**config.mk**
```make
export PLATFORM = sky130hd
export DESIGN_NAME = alu_exec_ctrl
export DESIGN_NICKNAME = d
export VERILOG_FILES = /design/src/rtl/alu_exec_ctrl.sv
export SDC_FILE = /design/constraint.sdc
export NUM_CORES = 1
export LEC_CHECK = 0
export ABC_AREA = 1
export CELL_PAD_IN_SITES_DETAIL_PLACEMENT = 1
export CELL_PAD_IN_SITES_GLOBAL_PLACEMENT = 1
export CORE_UTILIZATION = 38
export CTS_BUF_LIST = sky130_fd_sc_hd__clkbuf_16
export DETAILED_ROUTE_END_ITERATION = 12
export GPL_TIMING_DRIVEN = 0
export PLACE_DENSITY = 0.81
export SKIP_LAST_GASP = 1
export SYNTH_ARGS = -nofsm -noshare
export SYNTH_HDL_FRONTEND = slang
export SYNTH_SLANG_ARGS = --single-unit
```
**constraint.sdc**
```tcl
create_clock -name clk -period 3.1 [get_ports clk]
set_input_delay 0.62 -clock clk [delete_from_list [all_inputs] [get_ports clk]]
set_output_delay 0.62 -clock clk [all_outputs]
set_load 0.02 [all_outputs]
```
**src/rtl/alu_exec_ctrl.sv**
```systemverilog
// Execute controller for the mini-CPU: accepts LDI/ALU instructions, sequences the
// external combinational ALU through IDLE -> OPER -> WB and writes results back.
module alu_exec_ctrl #(
  parameter int NREGS = 4
) (
  input  logic        clk,
  input  logic        areset,
  input  logic        instr_valid,
  output logic        instr_ready,
  input  logic [15:0] instr,
  output logic [7:0]  alu_a,
  output logic [7:0]  alu_b,
  output logic [2:0]  alu_op,
  input  logic [7:0]  alu_result,
  input  logic        alu_cf,
  input  logic        alu_ovf,
  input  logic        alu_z,
  input  logic        alu_neg,
  output logic [3:0]  flags,
  output logic        done,
  input  logic [1:0]  dbg_sel,
  output logic [7:0]  dbg_data
);

  typedef enum logic [1:0] {
    IDLE = 2'd0,
    OPER = 2'd1,
    WB   = 2'd2
  } state_t;

  state_t      state_q, state_d;
  logic [7:0]  regs_q [NREGS];
  logic [7:0]  regs_d [NREGS];
  logic [7:0]  opa_q, opa_d;
  logic [7:0]  opb_q, opb_d;
  logic [7:0]  res_q, res_d;
  logic [1:0]  rd_q, rd_d;
  logic [2:0]  op_q, op_d;
  logic [3:0]  flags_q, flags_d;
  logic        done_q, done_d;

  always_comb begin
    state_d = state_q;
    opa_d   = opa_q;
    opb_d   = opb_q;
    res_d   = res_q;
    rd_d    = rd_q;
    op_d    = op_q;
    flags_d = flags_q;
    done_d  = 1'b0;
    for (int i = 0; i < NREGS; i++) begin
      regs_d[i] = regs_q[i];
    end

    case (state_q)
      IDLE: begin
        if (instr_valid) begin
          if (instr[15]) begin
            // LDI skips the ALU entirely and leaves the flag register alone
            rd_d    = instr[9:8];
            res_d   = instr[7:0];
            state_d = WB;
            done_d  = 1'b1;
          end else begin
            op_d    = instr[14:12];
            rd_d    = instr[11:10];
            opa_d   = regs_q[instr[9:8]];
            opb_d   = regs_q[instr[7:6]];
            state_d = OPER;
          end
        end
      end
      OPER: begin
        res_d   = alu_result;
        flags_d = {alu_cf, alu_ovf, alu_z, alu_neg};
        state_d = WB;
        done_d  = 1'b1;
      end
      WB: begin
        regs_d[rd_q] = res_q;
        state_d      = IDLE;
      end
      default: state_d = IDLE;
    endcase
  end

  always_ff @(posedge clk or posedge areset) begin
    if (areset) begin
      state_q <= IDLE;
      opa_q   <= '0;
      opb_q   <= '0;
      res_q   <= '0;
      rd_q    <= '0;
      op_q    <= '0;
      flags_q <= '0;
      done_q  <= 1'b0;
      for (int i = 0; i < NREGS; i++) begin
        regs_q[i] <= '0;
      end
    end else begin
      state_q <= state_d;
      opa_q   <= opa_d;
      opb_q   <= opb_d;
      res_q   <= res_d;
      rd_q    <= rd_d;
      op_q    <= op_d;
      flags_q <= flags_d;
      done_q  <= done_d;
      for (int i = 0; i < NREGS; i++) begin
        regs_q[i] <= regs_d[i];
      end
    end
  end

  // Ready is gated by reset directly so nothing is accepted while it is held.
  assign instr_ready = (state_q == IDLE) && !areset;
  assign alu_a       = (state_q == OPER) ? opa_q : 8'd0;
  assign alu_b       = (state_q == OPER) ? opb_q : 8'd0;
  assign alu_op      = (state_q == OPER) ? op_q  : 3'd0;
  assign flags       = flags_q;
  assign done        = done_q;
  assign dbg_data    = regs_q[dbg_sel];

endmodule

```
==> impl_metrics.env <==
export IMPL_dp_slack_ns=0.0100
export IMPL_slew_viol_final=0
export IMPL_chipWidth_um=102
export IMPL_synth_top_cell_area_share_pct=44.6
export IMPL_synth_area_top_cells="dfrtp_1 45%, nand2_1 21%, inv_1 6.5%, nand3_1 5.9%, o21ai_0 3.1%"
export IMPL_netlist_top_cell_by_area="dfrtp_1"
export IMPL_setup_tns_ns=0
export IMPL_path_clk_slew_ns=0.06
export IMPL_routed_via_density=4.96
export IMPL_worstMarginPinSlew_ns=0.862
export IMPL_ys_seq_area_share_pct=44.6
export IMPL_cts_buffers=9
export IMPL_period_share_pct=96.1
export IMPL_grt_max_degree=69
export IMPL_holdPathEnd="opa_q[1]"
export IMPL_nNetsFinal=633
export IMPL_worstSetupPathType="in -> out"
export IMPL_setup_viol=0
export IMPL_worstPathRequired_ns=2.48
export IMPL_min_delay_start="opa_q[1]"
export IMPL_grt_pass1_vias=3820
export IMPL_fin_crit_ns=2.98
export IMPL_syn_cell_area_sq_mm=0.00382
export IMPL_fillCellCount=1275
export IMPL_finalWorstSetupSlack_ns=0.120
export IMPL_io_buffers=60
export IMPL_overflow=0
export IMPL_max_cap_violations=0
export IMPL_hold_path_depth=2
export IMPL_area_growth_pct=28.5
export IMPL_die_h_um=102
export IMPL_synth_compound_area_share_pct=10.4
export IMPL_timing_slew_headroom_pct=42.5
export IMPL_synth_cells=529
export IMPL_grt_pass1_wl_um=18500
export IMPL_totalWireLength_um=11500
export IMPL_max_freq_mhz=336
export IMPL_place_congestion=0.873
export IMPL_rsz0062_at_grt="no"
export IMPL_p_per_area_mw_per_mm2=765
export IMPL_rr_endpoint="opb_q[0]"
export IMPL_drtPass1Iterations=4
export IMPL_final_cell_mix="216 x nand2_1, 68 x dfrtp_1, 65 x inv_1, 60 x clkdlybuf4s50_1, 45 x nand3_1"
export IMPL_synth_cell_type_count=22
export IMPL_drive_gt1_share_pct=10.1
export IMPL_final_common_cell="nand2_1"
export IMPL_crit_fanout=10
export IMPL_vdd_drop_max_v=0.000319
export IMPL_reg2reg_slack_ns=1.79
export IMPL_clk_path_buf_depth=2
export IMPL_first_iter_violations=125
export IMPL_ff2ff_path_depth=8
export IMPL_fin_util_pct=50.2
export IMPL_avgRoutedWirePerCell_um=15.6
export IMPL_clk_insertion_delay_late_ns=0.33
export IMPL_r2r_start="state_q[0]"
export IMPL_n_antenna_cell=0
export IMPL_synthAdderAreaFrac_pct=0
export IMPL_muxShareOfSynthArea_pct=0
export IMPL_core_area_sq_mm=0.00977
export IMPL_clkSinkCount=68
export IMPL_p_leak_nw=2.50
export IMPL_hold_path_class="reg -> reg"
export IMPL_drc=0
export IMPL_hold_violations=0
export IMPL_avgSynthCellArea_sq_um=7.22
export IMPL_initial_core_util_pct=39.1
export IMPL_critPathArrivalTime_ns=2.36
export IMPL_status="complete, no violations"
export IMPL_root_buffer="clkbuf_16"
export IMPL_synthXorXnorAreaFrac_pct=0
export IMPL_holdWs_ns=0.476
export IMPL_antenna_found_initial=0
export IMPL_htree_levels=3
export IMPL_antenna_left=0
export IMPL_syn_num_nets=562
export IMPL_cp_end_kind="output pin"
export IMPL_start_kind="input pin"
export IMPL_synth_top_family_by_area="simple AND/OR/NAND/NOR gates"
export IMPL_cts_tree="built"
export IMPL_layoutNonFillerInstCount=737
export IMPL_skew_ns=0.00486
export IMPL_die_area_sq_mm=0.0105
export IMPL_synthSimpleGateAreaFrac_pct=33.3
export IMPL_yosys_warnings=0
export IMPL_ioPinCount=66
export IMPL_grt_usage_pct=23.7
export IMPL_ys_ff_latch=68
export IMPL_via_count=3658
export IMPL_rows=36
export IMPL_dp_hpwl_um=8730
export IMPL_placedCellCount=722
where the power goes:
group / total (mW) / switching, mW / internal (mW)
Combinational: 1.25 / 0.788 / 0.466
Clock: 1.10 / 0.396 / 0.701
Sequential: 1.40 / 0.202 / 1.20
Total: 3.75 / 1.39 / 2.37
critical path: stages:
cell             delay [ns]
clkdlybuf4s50_1        0.50
clkbuf_2               0.24
a21oi_1                0.18
o21ai_0                0.11
nand2_1                0.09
clkdlybuf4s50_1        0.61
metrics by stage:
step           power [mW]  cell area, sq um
4_1_cts              3.80              4900
5_1_grt              4.01              4910
3_3_place_gp         2.60              4580
3_5_place_dp         2.67              4590
6_report             3.75              4910
2_1_floorplan        2.19              3820
cell usage after synthesis:
cell / n
dfrtp_1: 68
inv_4: 2
o211ai_1: 8
o21ai_2: 8
buf_6: 7
nand2_4: 2
nor2_8: 2
clkbuf_1: 6
a21oi_1: 9
nor2_1: 24
o21ai_0: 24
nand3_4: 3
buf_2: 8
nand2_1: 216
inv_1: 66
buf_4: 6
o21ai_1: 20
nand2_2: 2
nand3_1: 45
nand3_2: 1
nand4_1: 1
inv_2: 1
what timing repair did:
action                     in CTS  in global routing
gates cloned                    0                  0
gates resized for setup         1                  4
buffers inserted                0                  0
hold buffers                    0                  0
setup endpoints to repair       1                  7
kinds of logic after synthesis:
logic type | Yosys count
flops | 68
simple gates | 296
compound gates | 69
buf+inv | 96
how the worst max path moves through the flow:
stage	startpoint	endpoint	slack, ns	cells after the start
6_report	dbg_sel[0]	dbg_data[3]	0.12	6
5_1_grt	dbg_sel[0]	dbg_data[4]	0.01	6
4_1_cts	dbg_sel[0]	dbg_data[4]	0.01	6
3_5_place_dp	dbg_sel[0]	dbg_data[4]	0.01	5
3_3_place_gp	areset	regs_q[17]	-0.41	2
2_1_floorplan	areset	done	0.77	1
registers in the layout (all words and copies together) (netlist names):
name / count
rd_q: 2
state_q: 2
opa_q: 8
done: 1
res_q: 8
op_q: 3
regs_q: 32
flags: 4
opb_q: 8
cell type report:
type | instances | area [sq um] | area share (%)
inverter | 69 | 267 | 5.43
timing repair buffer | 60 | 601 | 12.2
tap | 133 | 166 | 3.39
sequential | 68 | 1700 | 34.7
clock buffer | 9 | 225 | 4.59
multi-input combinational | 365 | 1670 | 33.9
clock inverter | 6 | 90.1 | 1.84
buffer | 27 | 190 | 3.88
metal layers:
layer | share of wire (%) | up-vias | global-route usage [%]
met5 | 0 | - | 0
met4 | 2.1 | 0 | 9.23
met2 | 51 | 79 | 41.5
li1 | - | 1778 | -
met1 | 43 | 1780 | 28.8
met3 | 4.2 | 21 | 4.51
Power figures use the tool's default switching activity.
